$ cat config.mk
export PLATFORM = sky130hd
export DESIGN_NAME = net_bus_rx4
export DESIGN_NICKNAME = d
export VERILOG_FILES = /design/src/rtl/net_bus_pkg.sv /design/src/rtl/net_bus_rr_arb4.sv /design/src/rtl/net_bus_rx4.sv
export SDC_FILE = /design/constraint.sdc
export NUM_CORES = 1
export LEC_CHECK = 0
export BUFFER_PORTS_ARGS = -buffer_cell sky130_fd_sc_hd__buf_4
export CORE_MARGIN = 5
export CORE_UTILIZATION = 47
export CTS_CLUSTER_SIZE = 20
export DETAILED_ROUTE_END_ITERATION = 8
export GPL_ROUTABILITY_DRIVEN = 1
export PLACE_DENSITY_LB_ADDON = 0.08
export SETUP_SLACK_MARGIN = 0.3
export SYNTH_ARGS = -nofsm -noshare
export SYNTH_HDL_FRONTEND = slang
export SYNTH_SLANG_ARGS = --single-unit
$ cat constraint.sdc
create_clock -name CLK -period 3.8 [get_ports CLK]
set_clock_uncertainty 0.1 [all_clocks]
set_input_delay 0.19 -clock CLK [delete_from_list [all_inputs] [get_ports CLK]]
set_output_delay 0.19 -clock CLK [all_outputs]
set_load 0.01 [all_outputs]
$ cat src/rtl/net_bus_pkg.sv
// Shared definitions for the NetBus receive-side merge: port count, word width helper,
// and the frame-lock FSM state encoding.
package net_bus_pkg;

    localparam int NB_PORTS = 4;

    typedef enum logic {
        ST_IDLE = 1'b0,
        ST_LOCK = 1'b1
    } nb_state_t;

    function automatic int nb_width(input int data_width);
        return data_width * 9 + 14;
    endfunction

endpackage

$ cat src/rtl/net_bus_rr_arb4.sv
// Combinational 4-way round-robin picker: searches upward from last_ptr+1 with wrap
// and returns the first requesting port.
module net_bus_rr_arb4
    import net_bus_pkg::*;
(
    input  logic [3:0] req,
    input  logic [1:0] last_ptr,
    output logic       any,
    output logic [1:0] idx
);

    logic [1:0] cand;

    always_comb begin
        any  = 1'b0;
        idx  = 2'd0;
        cand = 2'd0;
        for (int k = 1; k <= NB_PORTS; k++) begin
            cand = last_ptr + 2'(k);
            if (!any && req[cand]) begin
                any = 1'b1;
                idx = cand;
            end
        end
    end

endmodule

$ cat src/rtl/net_bus_rx4.sv
// Merges four NetBus streams into one with frame-locked round-robin arbitration
// and a single registered output stage.
//
// state   | meaning
// ST_IDLE | between frames; round-robin picks the next requesting port
// ST_LOCK | mid-frame; only the granted port is served until its LAST beat
module net_bus_rx4
    import net_bus_pkg::*;
#(
    parameter int DATA_WIDTH = 4,
    parameter int LAST_BIT   = DATA_WIDTH * 9 + 13
) (
    input  logic                             CLK,
    input  logic                             RST,
    input  logic [nb_width(DATA_WIDTH)-1:0]  RDATA0,
    input  logic                             RVALID0,
    output logic                             RREADY0,
    input  logic [nb_width(DATA_WIDTH)-1:0]  RDATA1,
    input  logic                             RVALID1,
    output logic                             RREADY1,
    input  logic [nb_width(DATA_WIDTH)-1:0]  RDATA2,
    input  logic                             RVALID2,
    output logic                             RREADY2,
    input  logic [nb_width(DATA_WIDTH)-1:0]  RDATA3,
    input  logic                             RVALID3,
    output logic                             RREADY3,
    output logic [nb_width(DATA_WIDTH)-1:0]  DATA,
    output logic                             VALID,
    input  logic                             READY
);

    localparam int W = nb_width(DATA_WIDTH);

    nb_state_t  state;
    logic [1:0] last_ptr;
    logic [1:0] grant;

    logic [3:0]   req;
    logic         arb_any;
    logic [1:0]   arb_idx;
    logic         slot_free;
    logic         rdy_en;
    logic [1:0]   sel;
    logic [3:0]   rready;
    logic         take;
    logic [W-1:0] word;

    assign req = {RVALID3, RVALID2, RVALID1, RVALID0};

    net_bus_rr_arb4 u_arb (
        .req      (req),
        .last_ptr (last_ptr),
        .any      (arb_any),
        .idx      (arb_idx)
    );

    assign slot_free = !VALID || READY;
    assign sel       = (state == ST_LOCK) ? grant : arb_idx;
    // In LOCK the granted port keeps its ready even while its valid is low.
    assign rdy_en    = (state == ST_LOCK) ? 1'b1 : arb_any;
    assign rready    = (rdy_en && slot_free && !RST) ? (4'b0001 << sel) : 4'b0000;
    assign take      = |(rready & req);

    assign RREADY0 = rready[0];
    assign RREADY1 = rready[1];
    assign RREADY2 = rready[2];
    assign RREADY3 = rready[3];

    always_comb begin
        word = RDATA0;
        case (sel)
            2'd1:    word = RDATA1;
            2'd2:    word = RDATA2;
            2'd3:    word = RDATA3;
            default: word = RDATA0;
        endcase
    end

    always_ff @(posedge CLK) begin
        if (RST) begin
            state    <= ST_IDLE;
            last_ptr <= 2'd3;
            grant    <= 2'd0;
            VALID    <= 1'b0;
            DATA     <= '0;
        end else begin
            if (take) begin
                DATA  <= word;
                VALID <= 1'b1;
                if (word[LAST_BIT]) begin
                    state    <= ST_IDLE;
                    last_ptr <= sel;
                end else begin
                    state <= ST_LOCK;
                    grant <= sel;
                end
            end else if (READY) begin
                VALID <= 1'b0;
            end
        end
    end

endmodule

==> results of run 1 <==
## cells by family after synthesis
family | after synthesis | share of synthesized area
muxes | 201 | 0.5061
and+or+nand+nor | 88 | 0.1050
DFF | 56 | 0.2718
buffers and inverters | 39 | 0.05734
AOI/OAI and AO/OA | 33 | 0.05977
## power by group
| part | internal [uW] | switching (uW) |
|---|---|---|
| Sequential | 782 | 139 |
| Clock | 149 | 192 |
| Combinational | 1750 | 1490 |
## final timing paths
check	to	slack (ns)	from	cells after the start
max	DATA[18]	0.56	last_ptr[1]	8
min	VALID	0.10	READY	3
max reg2reg	DATA[18]	0.56	last_ptr[1]	8
min reg2reg	DATA[49]	0.36	DATA[49]	2
## what timing repair did
action,CTS,global route
hold buffers,1,0
hold endpoints to repair,1,0
setup endpoints to repair,0,10
## cell usage after synthesis (2+ instances only)
master | n | area share
a21o_1 | 2 | 0.0036
mux2i_1 | 150 | 0.36
a211oi_1 | 3 | 0.0055
o21a_1 | 3 | 0.0055
mux2_2 | 49 | 0.13
clkbuf_1 | 13 | 0.012
o21ai_0 | 3 | 0.0036
nand3_1 | 2 | 0.0024
inv_1 | 4 | 0.0036
nand2_1 | 55 | 0.050
a21oi_1 | 7 | 0.0085
buf_4 | 8 | 0.015
dfxtp_1 | 56 | 0.27
nor4b_1 | 2 | 0.0042
nor2_1 | 8 | 0.0073
o211ai_1 | 2 | 0.0036
o21ai_1 | 2 | 0.0024
o211a_1 | 2 | 0.0049
buf_2 | 6 | 0.0073
buf_6 | 7 | 0.019
nor2b_1 | 4 | 0.0061
nand2b_1 | 3 | 0.0046
## sequential cells by signal, summed over array words and instances (netlist names)
signal and flops:
last_ptr 2, VALID 1, state 1, DATA 50
grant 2
## layout make-up
| cell class | instances | area (um2) |
|---|---|---|
| clock inverter | 1 | 7.507 |
| fill | 681 | 2447 |
| tap | 108 | 135.1 |
| multi-input combinational | 322 | 2785 |
| clock buffer | 7 | 86.33 |
| timing repair buffer | 269 | 2034 |
| sequential | 56 | 1121 |
| inverter | 5 | 18.77 |
## per-layer routing
layer | global-route usage | vias up | part of all wire
met5 | 0 | - | 0
met4 | 0.08141 | 0 | 0.027
li1 | - | 1993 | -
met2 | 0.4021 | 166 | 0.52
met1 | 0.2457 | 1822 | 0.36
met3 | 0.08582 | 30 | 0.088
## cell usage in the layout (no fill, tap or decap), drive strengths merged, types with 4 or more instances in the layout
| cell | n |
|---|---|
| buf | 268 |
| mux2i | 150 |
| dfxtp | 56 |
| nand2 | 55 |
| mux2 | 50 |
| nor2 | 8 |
| a21oi | 7 |
| clkbuf | 7 |
| inv | 5 |
| o21ai | 5 |
| nor2b | 4 |
## worst reg2reg max path, cell delays in order (launching register included)
cell	delay (ns)
dfxtp_1	0.60
or4_4	0.22
a2bb2oi_2	0.20
nor4_4	0.08
nor3_4	0.92
or2_1	0.24
a21o_2	0.13
buf_4	0.42
mux2i_1	0.27
## stage by stage
stage / hold slack, ns / utilization / total power [uW] / instance area [um2] / cells
floorplan: 0.1591 / - / 3444 / 4124 / 417
global placement: 0.3049 / 0.7046 / 4119 / 6085 / 759
detailed placement: 0.3066 / 0.7046 / 4194 / 6085 / 759
CTS: 0.08962 / 0.7166 / 4547 / 6188 / 768
global route: 0.1130 / 0.7166 / 4832 / 6188 / 768
finish: 0.1024 / 0.7166 / 4496 / 6188 / 768
==> flow_metrics.tcl, run 1 <==
set metrics [dict create \
    fp-row-count 34 \
    port_buffers 261 \
    p_leak_uw 0.003403 \
    dieArea_mm2 0.01075 \
    yosys.cell_types.count 48 \
    gp_congestion 0.9091 \
    postCtsSetupRepairBufs 0 \
    path_clk_slew_ns 0.10 \
    slew_viol_final 0 \
    htreeDepth 2 \
    avgRoutedWirePerCell_um 16.67 \
    ys_seq_area_frac 0.2718 \
    synth_top_flop_cell "dfxtp_1" \
    hpwl_um 10440 \
    period_needed_ns 3.242 \
    tightest_slew_ns 1.105 \
    clock-sinks 56 \
    antenna_found_initial 0 \
    timing.critical_path.buf_inv 1 \
    fin_nets 866 \
    async_flop_share 0 \
    cts_buffers 5 \
    critPathLaunchType "flop" \
    ys_warn_count 0 \
    critPathMaxFanout 29 \
    worstSetupPathType "flop to flop" \
    hold_class "input pin to flop" \
    syn_to_final_growth_pct 50.06 \
    cts_tree "yes" \
    ios 262 \
    finalHoldViolCount 0 \
    cp_slowest_cell "nor3_4" \
    drive_above_1_share 0.5106 \
    synth_nets 624 \
    cts.path.max_buffers 2 \
    final.setup.tns_ns 0 \
    grt_pass1_vias 4203 \
    drc_errors 0 \
    peakVddDrop_mv 0.4883 \
    cap_violations 0 \
    critPathArrivalTime_ns 3.38 \
    dr.pass1.iters 4 \
    via_per_inst 5.223 \
    preCtsSetupSlack_ns 0.5000 \
    syn_area_mm2 0.004124 \
    cp.required_ns 3.94 \
    synthCells 417 \
    ys_ff_latch 56 \
    cts.repair.resized 0 \
    path_cells "or4_4, a2bb2oi_2, nor4_4, nor3_4, or2_1, a21o_2, buf_4, mux2i_1" \
    endpoint_kind "flop" \
    first_iter_violations 102 \
    routed_wl_um 12800 \
    rsz0062_at_grt "no" \
    fin_crit_sh 0.8532 \
    layout_setup_ws_ns 0.5579 \
    synth_edf_count 0 \
    gr-usage-all-layers 0.2272 \
    dr_total_vias 4011 \
    maxSlewHeadroom 0.2608 \
    power_density_mw_per_mm2 726.6 \
    fmax_ghz 0.3084 \
    fp.coreArea_mm2 0.008636 \
    overflow 0 \
    diodes 0 \
    ant_nets 0 \
    initial_core_util 0.4775 \
    path_delay_family "simple AND/OR/NAND/NOR gates" \
    die_w_um 103.7 \
    postSynthAreaPerCell_um2 9.890 \
    max_stage_delay_ns 0.92 \
    insertion_delay_ns 0.30 \
    status "complete, no violations" \
    die_y_um 103.7 \
    grt_start_max_net_pins 55 \
    cts-root-buf "clkbuf_8" \
    grt_pass1_wl_um 20520 \
    setup_viol 0 \
]
Power figures use the tool's default switching activity.
==> run 2, diff against run 1 <==
==> constraint.sdc (replaced) <==
create_clock -name CLK -period 3.8 [get_ports CLK]
set_clock_uncertainty 0.1 [all_clocks]
set_input_delay 0.38 -clock CLK [delete_from_list [all_inputs] [get_ports CLK]]
set_output_delay 0.38 -clock CLK [all_outputs]
set_load 0.01 [all_outputs]
==> flow_metrics.tcl, run 2 (synthesis results as in run 1) <==
set metrics [dict create \
    fmax_ghz 0.3037 \
    layout_commonest_cell "buf_4" \
    cts_tree "yes" \
    fin_nets 866 \
    syn_to_final_growth_pct 50.70 \
    finalHoldViolCount 0 \
    path_clk_slew_ns 0.10 \
    first_iter_violations 71 \
    avgRoutedWirePerCell_um 16.76 \
    final.setup.tns_ns 0 \
    top_register "DATA" \
    cts_hold_buffers 0 \
    ios 262 \
    rsz0062_at_grt "yes" \
    tightest_slew_ns 1.066 \
    insertion_delay_ns 0.31 \
    routed_wl_um 12870 \
    fin_crit_sh 0.8666 \
    final_cell_mix "buf_4, mux2i_1, dfxtp_1, nand2_1, mux2_2" \
    critPathLaunchType "flop" \
    largest_reg_flops 50 \
    cts.repair.resized 0 \
    via_per_inst 5.185 \
    power_density_mw_per_mm2 741.7 \
    status "complete, no violations" \
    gp_congestion 0.8435 \
    cp.required_ns 3.91 \
    worstSetupPathType "flop to flop" \
    top_regs "DATA (50), grant (2), last_ptr (2)" \
    hpwl_um 10390 \
    stdcell_area_mm2 0.006215 \
    drc_errors 0 \
    grt_start_max_net_pins 53 \
    ant_nets 0 \
    die_w_um 103.7 \
    cap_violations 0 \
    critPathArrivalTime_ns 3.41 \
    antenna_found_initial 0 \
    p_leak_uw 0.003417 \
    overflow 0 \
    cts-root-buf "clkbuf_8" \
    slew_viol_final 0 \
    htreeDepth 2 \
    grt_pass1_wl_um 19700 \
    setup_viol 0 \
    drive_above_1_share 0.5121 \
    fp-row-count 34 \
    dr.pass1.iters 4 \
    gr-usage-all-layers 0.2197 \
    port_buffers 261 \
    fp.coreArea_mm2 0.008636 \
    postCtsSetupRepairBufs 0 \
    clock-sinks 56 \
    grt_pass1_vias 4139 \
    cts_buffers 5 \
    maxSlewHeadroom 0.2857 \
    peakVddDrop_mv 0.3753 \
    cts.path.max_buffers 2 \
    dieArea_mm2 0.01075 \
    initial_core_util 0.4775 \
    placed_cell_area_mm2 0.006097 \
    diodes 0 \
    hold_class "input pin to flop" \
    die_y_um 103.7 \
    endpoint_kind "flop" \
    period_needed_ns 3.293 \
    dr_total_vias 3982 \
    critPathMaxFanout 27 \
]
==> run 2: through the flow <==
| stage | hold WS (ns) | util | setup slack (ns) | cells | total power (uW) |
|---|---|---|---|---|---|
| final | 0.1576 | 0.7196 | 0.5068 | 768 | 4610 |
| after global placement | 0.3438 | 0.7060 | 0.3960 | 759 | 4160 |
| after global routing | 0.1689 | 0.7196 | 0.2845 | 768 | 4902 |
| after floorplan | 0.3491 | - | 1.334 | 417 | 3444 |
| after CTS | 0.1493 | 0.7185 | 0.3532 | 767 | 4625 |
| after detailed placement | 0.3535 | 0.7060 | 0.3615 | 759 | 4230 |
==> run 2: per-layer routing <==
metal	part of all wire	vias up	global-route usage	routed length, um
li1	-	1989	-	-
met1	0.35	1821	0.2226	4557
met2	0.54	154	0.4189	7014
met3	0.081	18	0.07463	1037
met4	0.020	0	0.06660	263
met5	0	-	0	0
==> run 2: cell type report <==
| cell class | instances | area, um2 |
|---|---|---|
| clock inverter | 2 | 35.03 |
| clock buffer | 6 | 72.57 |
| multi-input combinational | 323 | 2795 |
| sequential | 56 | 1121 |
| tap | 108 | 135.1 |
| fill | 681 | 2421 |
| timing repair buffer | 268 | 2037 |
| inverter | 5 | 18.77 |
==> run 2: critical path: stages, from the launching register on <==
cell and delay [ns]:
dfxtp_1 0.61, or3b_1 0.18, a21oi_1 0.06, nor4_1 0.76, nor3_4 0.26, buf_4 0.33, nor4b_1 0.61, nor2b_1 0.10
o21a_1 0.18
==> run 2: report_power, final <==
group          switching (uW)  internal, uW  leakage, uW
Sequential                137           782     0.000461
Clock                     191           196    0.0000552
Combinational            1530          1780      0.00290
==> run 2: path summary, 6_finish.rpt <==
path	slack [ns]	endpoint	cells after the start	startpoint
worst max-delay path	0.51	grant[1]	8	last_ptr[1]
worst min-delay path	0.16	VALID	2	RST
worst max register to register	0.51	grant[1]	8	last_ptr[1]
worst min register to register	0.36	DATA[27]	2	DATA[27]
